<file path="src/rtl/axi_read_arbiter.sv">
// Round-robin arbiter sharing one AXI read channel between the I-cache and D-cache fill FSMs.
// Holds ownership for the whole burst, routes beats to the owner, and flags bad burst length or timeout.
//
// state   | meaning
// --------+--------------------------------------------------------------
// S_IDLE  | channel free, arbitrate pending requests
// S_ISSUE | one cycle: start pulse to read master, grant pulse to winner
// S_BURST | beats routed to owner until r_last or timeout
module axi_read_arbiter #(
    parameter int ADDR_W      = 32,
    parameter int BEATS       = 4,
    parameter int TIMEOUT_CYC = 1024
) (
    input  logic              clk,
    input  logic              rst,
    input  logic              i_instr_req,
    input  logic [ADDR_W-1:0] i_instr_addr,
    input  logic              i_data_req,
    input  logic [ADDR_W-1:0] i_data_addr,
    output logic              o_instr_gnt,
    output logic              o_data_gnt,
    output logic              o_start_read,
    output logic [ADDR_W-1:0] o_read_addr,
    input  logic              i_r_valid,
    input  logic              i_r_last,
    output logic              o_instr_r_valid,
    output logic              o_instr_r_last,
    output logic              o_data_r_valid,
    output logic              o_data_r_last,
    output logic              o_busy,
    output logic              o_owner,
    output logic              o_len_err,
    output logic              o_timeout
);

    localparam int BW = $clog2(BEATS);
    localparam int TW = $clog2(TIMEOUT_CYC);
    localparam logic [BW-1:0] BEAT_LAST = BW'(BEATS - 1);
    localparam logic [TW-1:0] TMO_LAST  = TW'(TIMEOUT_CYC - 1);

    typedef enum logic [1:0] {S_IDLE, S_ISSUE, S_BURST} state_t;

    state_t            state_q, state_d;
    logic              owner_q, owner_d;
    logic              last_winner_q, last_winner_d;
    logic [ADDR_W-1:0] addr_q, addr_d;
    logic [BW-1:0]     beat_cnt_q, beat_cnt_d;
    logic              beat_over_q, beat_over_d;
    logic [TW-1:0]     tmo_cnt_q, tmo_cnt_d;
    logic              len_err_q, len_err_d;
    logic              timeout_q, timeout_d;

    logic in_burst;
    logic burst_done;
    logic tmo_hit;
    logic pick_data;

    assign in_burst   = (state_q == S_BURST);
    assign burst_done = i_r_valid & i_r_last;
    assign tmo_hit    = in_burst & (tmo_cnt_q == TMO_LAST) & ~burst_done;
    // Ties go to whoever did not win last; a lone requester always wins.
    assign pick_data  = i_data_req & (~i_instr_req | ~last_winner_q);

    always_ff @(posedge clk) begin
        if (rst) begin
            state_q       <= S_IDLE;
            owner_q       <= 1'b0;
            last_winner_q <= 1'b1;
            addr_q        <= '0;
            beat_cnt_q    <= '0;
            beat_over_q   <= 1'b0;
            tmo_cnt_q     <= '0;
            len_err_q     <= 1'b0;
            timeout_q     <= 1'b0;
        end else begin
            state_q       <= state_d;
            owner_q       <= owner_d;
            last_winner_q <= last_winner_d;
            addr_q        <= addr_d;
            beat_cnt_q    <= beat_cnt_d;
            beat_over_q   <= beat_over_d;
            tmo_cnt_q     <= tmo_cnt_d;
            len_err_q     <= len_err_d;
            timeout_q     <= timeout_d;
        end
    end

    always_comb begin
        state_d       = state_q;
        owner_d       = owner_q;
        last_winner_d = last_winner_q;
        addr_d        = addr_q;
        beat_cnt_d    = beat_cnt_q;
        beat_over_d   = beat_over_q;
        tmo_cnt_d     = tmo_cnt_q;
        len_err_d     = len_err_q;
        timeout_d     = timeout_q;
        case (state_q)
            S_IDLE: begin
                if (i_instr_req | i_data_req) begin
                    owner_d       = pick_data;
                    last_winner_d = pick_data;
                    addr_d        = pick_data ? i_data_addr : i_instr_addr;
                    state_d       = S_ISSUE;
                end
            end
            S_ISSUE: begin
                beat_cnt_d  = '0;
                beat_over_d = 1'b0;
                tmo_cnt_d   = '0;
                state_d     = S_BURST;
            end
            S_BURST: begin
                tmo_cnt_d = tmo_cnt_q + TW'(1);
                // Counter saturates; a non-last beat at the saturated count marks the burst as overlong.
                if (i_r_valid) begin
                    if (beat_cnt_q != BEAT_LAST) begin
                        beat_cnt_d = beat_cnt_q + BW'(1);
                    end else if (!i_r_last) begin
                        beat_over_d = 1'b1;
                    end
                end
                if (burst_done) begin
                    if ((beat_cnt_q != BEAT_LAST) || beat_over_q) begin
                        len_err_d = 1'b1;
                    end
                    state_d = S_IDLE;
                end else if (tmo_cnt_q == TMO_LAST) begin
                    timeout_d = 1'b1;
                    state_d   = S_IDLE;
                end
            end
            default: state_d = S_IDLE;
        endcase
    end

    assign o_start_read    = (state_q == S_ISSUE);
    assign o_instr_gnt     = o_start_read & ~owner_q;
    assign o_data_gnt      = o_start_read & owner_q;
    assign o_read_addr     = addr_q;
    assign o_busy          = (state_q != S_IDLE);
    assign o_owner         = owner_q;
    assign o_instr_r_valid = in_burst & ~owner_q & i_r_valid;
    assign o_instr_r_last  = in_burst & ~owner_q & i_r_last & ~tmo_hit;
    assign o_data_r_valid  = in_burst & owner_q & i_r_valid;
    assign o_data_r_last   = in_burst & owner_q & i_r_last & ~tmo_hit;
    assign o_len_err       = len_err_q;
    assign o_timeout       = timeout_q;

endmodule
</file>
<file path="config.mk">
export PLATFORM = sky130hd
export DESIGN_NAME = axi_read_arbiter
export DESIGN_NICKNAME = d
export VERILOG_FILES = /design/src/rtl/axi_read_arbiter.sv
export SDC_FILE = /design/constraint.sdc
export NUM_CORES = 1
export LEC_CHECK = 0
export ABC_CLOCK_PERIOD_IN_PS = 1590
export CORE_MARGIN = 2
export CORE_UTILIZATION = 37
export DETAILED_ROUTE_END_ITERATION = 7
export GPL_TIMING_DRIVEN = 0
export MAX_ROUTING_LAYER = met4
export PLACE_DENSITY = 0.87
export SLEW_MARGIN = 20
export SYNTH_ARGS = -nofsm -noshare
export SYNTH_HDL_FRONTEND = slang
export SYNTH_SLANG_ARGS = --single-unit
</file>
<file path="constraint.sdc">
create_clock -name clk -period 1.59 [get_ports clk]
set_input_delay 0.318 -clock clk [delete_from_list [all_inputs] [get_ports clk]]
set_output_delay 0.318 -clock clk [all_outputs]
set_load 0.03 [all_outputs]
</file>
==> impl_metrics.env <==
export IMPL_slew_violations=0
export IMPL_skew_ns=0.004528
export IMPL_cp_start_kind="input pin"
export IMPL_grtUsageTotal_pct=19.47
export IMPL_start_util_pct=38.44
export IMPL_via_per_inst=5.125
export IMPL_path_class="in2out"
export IMPL_synth_top_cell_area_share_pct=41.82
export IMPL_ys_dominant_reg_cell="dfxtp_1"
export IMPL_critPathSlowestCell="clkdlybuf4s50_1"
export IMPL_tightest_slew_ns=0.6318
export IMPL_syn_num_nets=334
export IMPL_chipWidth_um=85.23
export IMPL_synthXorXnorAreaFrac_pct=2.153
export IMPL_antenna_found_initial=0
export IMPL_synth_area_top_cells="dfxtp_1 (42%), mux2i_1 (14%), a211oi_1 (8.9%)"
export IMPL_r2r_cells=9
export IMPL_initialDrtViolationCount=67
export IMPL_grt_pass1_vias=2369
export IMPL_cp_arrival_ns=1.58
export IMPL_drc=0
export IMPL_min_period_over_period_pct=119.7
export IMPL_fin_ws_ns=-0.3127
export IMPL_rsz0062_at_grt="yes"
export IMPL_synth_top_family_by_area="compound AO/OA/AOI/OAI gates"
export IMPL_ff2ff_setup_slack_ns=-0.19
export IMPL_drive_gt1_share_pct=31.68
export IMPL_synth_compound_area_share_pct=16.30
export IMPL_fin_nets=481
export IMPL_hold_path_depth=2
export IMPL_via_count=2465
export IMPL_relSlewSlack_pct=57.88
export IMPL_io_buffers=112
export IMPL_numCtsBuffers=5
export IMPL_design_area_sq_mm=0.004377
export IMPL_synth_seq_cells=51
export IMPL_yosysSeqAreaShare_pct=41.82
export IMPL_ios=113
export IMPL_yosysTopAreaCell="dfxtp_1"
export IMPL_met2_usage_pct=35.16
export IMPL_wl_per_cell_um=16.28
export IMPL_outcome="finished with violations"
export IMPL_grt_first_pass_wirelength_um=11150
export IMPL_path_clk_slew_ns=0.09
export IMPL_overflow=0
export IMPL_ys_async_sr_fraction_pct=0
export IMPL_grt_use_met3_pct=3.794
export IMPL_cp_cell_sequence="clkdlybuf4s50_1 > a21bo_4 > nor4_4 > buf_4 > nor3b_4 > buf_6"
export IMPL_max_stage_delay_ns=0.56
export IMPL_hold_class="reg2reg"
export IMPL_cts_tree="yes"
export IMPL_drt_first_pass_iters=4
export IMPL_cp_max_fo=4
export IMPL_grt_max_degree=15
export IMPL_synth_enable_flop_cells=0
export IMPL_endpoint_kind="primary output"
export IMPL_synth_cell_types=38
export IMPL_hpwl_um=5100
export IMPL_synth_area_sq_mm=0.002441
export IMPL_clock_latency_ns=0.29
export IMPL_gr_usage_met1_pct=22.03
export IMPL_power_leakage_nw=1.779
export IMPL_reg2reg_from="state_q[0]"
export IMPL_synth_area_per_cell_sq_um=9.498
export IMPL_dieHeight_um=85.23
export IMPL_synth_area_mux_share_pct=14.35
export IMPL_place_area_sq_mm=0.003695
export IMPL_setup_viol=34
export IMPL_synthAdderAreaFrac_pct=3.588
export IMPL_yosysWarningCount=0
export IMPL_synth_common_cells="dfxtp_1 (51), nor2_1 (45), mux2i_1 (35)"
export IMPL_ir_drop_mv=0.6093
export IMPL_diodes=0
export IMPL_fin_crit_ns=1.903
export IMPL_fmax_ghz=0.5256
export IMPL_postSynthCellCount=257
export IMPL_fillCellCount=481
export IMPL_r2r_end="tmo_cnt_q[7]"
export IMPL_required_ns=1.27
export IMPL_busiest_layer="met2"
export IMPL_coreArea_sq_mm=0.006350
export IMPL_synth_simple_area_share_pct=15.17
export IMPL_pre_cts_ws_ns=-0.8324
export IMPL_area_growth_pct=79.29
export IMPL_rows=29
export IMPL_hold_violations=0
export IMPL_gp_congestion=0.8199
export IMPL_htree_levels=2
export IMPL_cts_root_buf="clkbuf_8"
export IMPL_cts_path_max_buffers=2
export IMPL_clock_sinks=51
export IMPL_hold_start="o_timeout"
export IMPL_wl_um=7830
export IMPL_ant_nets=0
export IMPL_hold_path_end="o_timeout"
export IMPL_violations="setup timing"
export IMPL_yosysMostFrequentCell="dfxtp_1"
export IMPL_drv_cap=0
export IMPL_dieArea_sq_mm=0.007263
export IMPL_p_per_area_mw_per_mm2=1293
-- what timing repair did --
| item | CTS | global route |
|---|---|---|
| cloned | 1 | 2 |
| endpoints found under the hold margin | 0 | 0 |
| buffers inserted | 13 | 13 |
| pin swaps | 8 | 29 |
| resized for setup | 116 | 88 |
| hold buffers | 0 | 0 |
| endpoints found under the setup margin | 84 | 57 |
-- final cells by class --
class | count | area, sq um | area share (%)
Multi-Input combinational cell | 182 | 1570 | 35.88
Timing Repair Buffer | 140 | 1346 | 30.76
Sequential cell | 51 | 1040 | 23.76
Buffer | 17 | 202.7 | 4.631
Tap cell | 77 | 96.34 | 2.201
Clock buffer | 6 | 82.58 | 1.887
Inverter | 7 | 33.78 | 0.7719
Clock inverter | 1 | 5.005 | 0.1144
-- worst max-delay path: cells and delay by family --
family / cells / cell delay [ns]
AO/OA/AOI/OAI: 1 / 0.18
buffers and inverters: 3 / 0.87
AND/OR/NAND/NOR: 2 / 0.21
-- cells in the final DEF (no fill, tap or decap), types with 2 or more instances in the layout --
cell	n
a211oi_1	8
a21oi_1	7
ha_4	4
dfxtp_4	4
clkdlybuf4s50_1	68
nor2_4	3
or3_1	2
inv_1	4
mux2i_1	29
xnor2_1	2
dlygate4sd2_1	36
clkbuf_8	6
ha_1	3
buf_4	19
dfxtp_2	3
nand2b_1	7
buf_12	4
buf_8	3
nand4_1	3
a211oi_2	24
xor2_1	4
clkbuf_2	2
nor2_1	39
nand2_1	4
a21oi_2	3
o21ai_0	3
o21ai_1	2
nor2_2	3
buf_6	20
nand2_2	4
dfxtp_1	44
a21boi_0	2
inv_4	3
buf_2	2
mux2i_2	6
-- state kept, by name (all words and copies together), names as in the netlist --
register       count
beat_cnt_q         2
state_q            2
last_winner_q      1
beat_over_q        1
tmo_cnt_q         10
o_len_err          1
o_timeout          1
o_owner            1
o_read_addr       32
-- how the worst max path moves through the flow --
stage                      start        endpoint  slack, ns  depth (start not counted)
finish                  i_r_last   o_data_r_last      -0.31                          6
global route        tmo_cnt_q[1]  o_instr_r_last      -0.39                          6
CTS                   state_q[0]  o_instr_r_last      -0.39                          7
detailed placement     i_r_valid   o_data_r_last      -0.83                          5
global placement       i_r_valid   o_data_r_last      -0.82                          5
floorplan             state_q[0]   o_data_r_last      0.002                          5
-- metrics by stage --
stage          util, %  cells  setup TNS (ns)  hold WS, ns  power [mW]
2_1_floorplan        -    257               0       0.4318       3.179
3_3_place_gp     58.19    446          -14.17       0.4466       4.045
3_5_place_dp     58.19    446          -15.61       0.4509       4.114
4_1_cts          62.19    467          -1.372       0.4639       5.008
5_1_grt          68.93    481          -5.656       0.5034       5.964
6_report         68.93    481          -2.146       0.4793       5.660
-- per-layer routing --
layer,vias to the layer above,part of all wire (%)
met4,0,0.27
met5,-,0
li1,1205,-
met1,1184,38
met2,74,57
met3,2,5.5
-- kinds of logic after synthesis --
group | after synthesis
simple gates | 79
compound gates | 55
flops | 51
mux | 35
buf+inv | 24
fa+ha+maj | 7
xor+xnor | 6
-- power by group --
part	internal, mW	total, mW	switching (mW)
combinational	1.51	3.19	1.68
clock	0.343	0.746	0.403
sequential	1.56	1.72	0.162
total	3.41	5.66	2.25
Note: power is estimated with default switching activity, not from simulation.
==> RTL change (same settings) <==
Change the parameter `ADDR_W` from 32 to 36.
--- a/src/rtl/axi_read_arbiter.sv
+++ b/src/rtl/axi_read_arbiter.sv
@@ -9,3 +9,3 @@
 module axi_read_arbiter #(
-    parameter int ADDR_W      = 32,
+    parameter int ADDR_W      = 36,
     parameter int BEATS       = 4,
Ports: changed (resized i_data_addr, i_instr_addr and o_read_addr); port bits go from 113 to 125. The function was not compared with the original's and may differ.
==> RTL change against the unedited design <==
  * The run still ends with setup timing left
  * Sequential power is 8% higher
  * Sequential cell count is 4 higher
  * Global-route usage is 0.73 points lower
  * Worst setup slack worse by 0.083 ns
  * Die area is 7.1% higher
  * Routed wire length is 1.3% higher
  * Power is 4.7% higher
  * Combinational power is 1% lower
  * Synthesized area is 7.5% higher
  * Synthesized cell count is 6.6% higher
  * Design area is 3.1% higher
  * Highest routed layer unchanged
==> RTL change: results <==
INSERT INTO impl_metrics (metric_group, metric, value, unit) VALUES
('outcome', 'status', 'complete, but fails checks', ''),
('outcome', 'violations', 'setup timing', ''),
('timing', 'finalWorstSetupSlack', '-0.396', 'ns'),
('setup_path', 'arrival', '1.67', 'ns'),
('layout', 'final_cells', '524', ''),
('layout', 'fill_cells', '558', ''),
('cts', 'post_cts_buffers', '12', ''),
('global_route', 'fraction_of_met1_tracks_used_by_global_routing', '20.6', '%'),
('layout', 'multi_input_area', '1560', 'µm²'),
('placement', 'place.gp.congestion', '0.794', ''),
('cts', 'cts_sinks', '55', ''),
('synth', 'yosysSeqAreaShare', '42.0', '%'),
('synth', 'synth.cells.most_frequent', '55 x sky130_fd_sc_hd__dfxtp_1, 48 x sky130_fd_sc_hd__nor2_1, 39 x sky130_fd_sc_hd__mux2i_1', ''),
('timing', 'setup_viol_count_final', '9', ''),
('global_route', 'first_pass_grt_wire_length', '11.2', 'mm'),
('layout', 'final_net_count', '513', ''),
('timing', 'fin_setup_tns', '-1.21', 'ns'),
('placement', 'pre_cts_ws', '-0.849', 'ns'),
('drt', 'routedLengthMet1', '3.24', 'mm'),
('global_route', 'grt_max_degree', '17', '');
## RTL change: changes by cell type after synthesis
cell,before,now
sky130_fd_sc_hd__a211oi_2,3,7
sky130_fd_sc_hd__buf_1,0,1
sky130_fd_sc_hd__buf_4,2,0
sky130_fd_sc_hd__clkbuf_1,5,7
sky130_fd_sc_hd__dfxtp_1,51,55
sky130_fd_sc_hd__inv_1,6,7
sky130_fd_sc_hd__inv_2,1,0
sky130_fd_sc_hd__mux2i_1,35,39
sky130_fd_sc_hd__nor2_1,45,48
sky130_fd_sc_hd__nor2_4,0,1
sky130_fd_sc_hd__nor4_1,0,1
sky130_fd_sc_hd__nor4_2,1,0
## RTL change: cell families (layout without fill, tap and decap cells)
| family | Yosys count | after routing | synth area share [%] |
|---|---|---|---|
| muxes | 39 | 39 | 14.9 |
| DFF | 55 | 55 | 42.0 |
| buffers and inverters | 25 | 178 | 6.01 |
| and+or+nand+nor | 83 | 84 | 14.7 |
| xor gates and xnor gates | 6 | 6 | 2.00 |
| AOI/OAI and AO/OA | 59 | 59 | 17.1 |
| adders and majority gates | 7 | 7 | 3.34 |
## RTL change: worst max-delay path, stage by stage (launching register included)
cell and delay, ns:
sky130_fd_sc_hd__dfxtp_4 0.40, sky130_fd_sc_hd__ha_4 0.14, sky130_fd_sc_hd__a21bo_4 0.24, sky130_fd_sc_hd__nor4_4 0.21, sky130_fd_sc_hd__buf_4 0.19, sky130_fd_sc_hd__nor3b_4 0.05, sky130_fd_sc_hd__buf_6 0.14
## RTL change: final cells by class
type                    count  area share, %
clock buffers               5           1.52
inverters                   7          0.693
well taps                  96           2.66
plain buffers              18           4.19
clock inverters             2          0.832
multi-input cells         195           34.6
flip-flops and latches     55           24.6
repair buffers            146           30.9
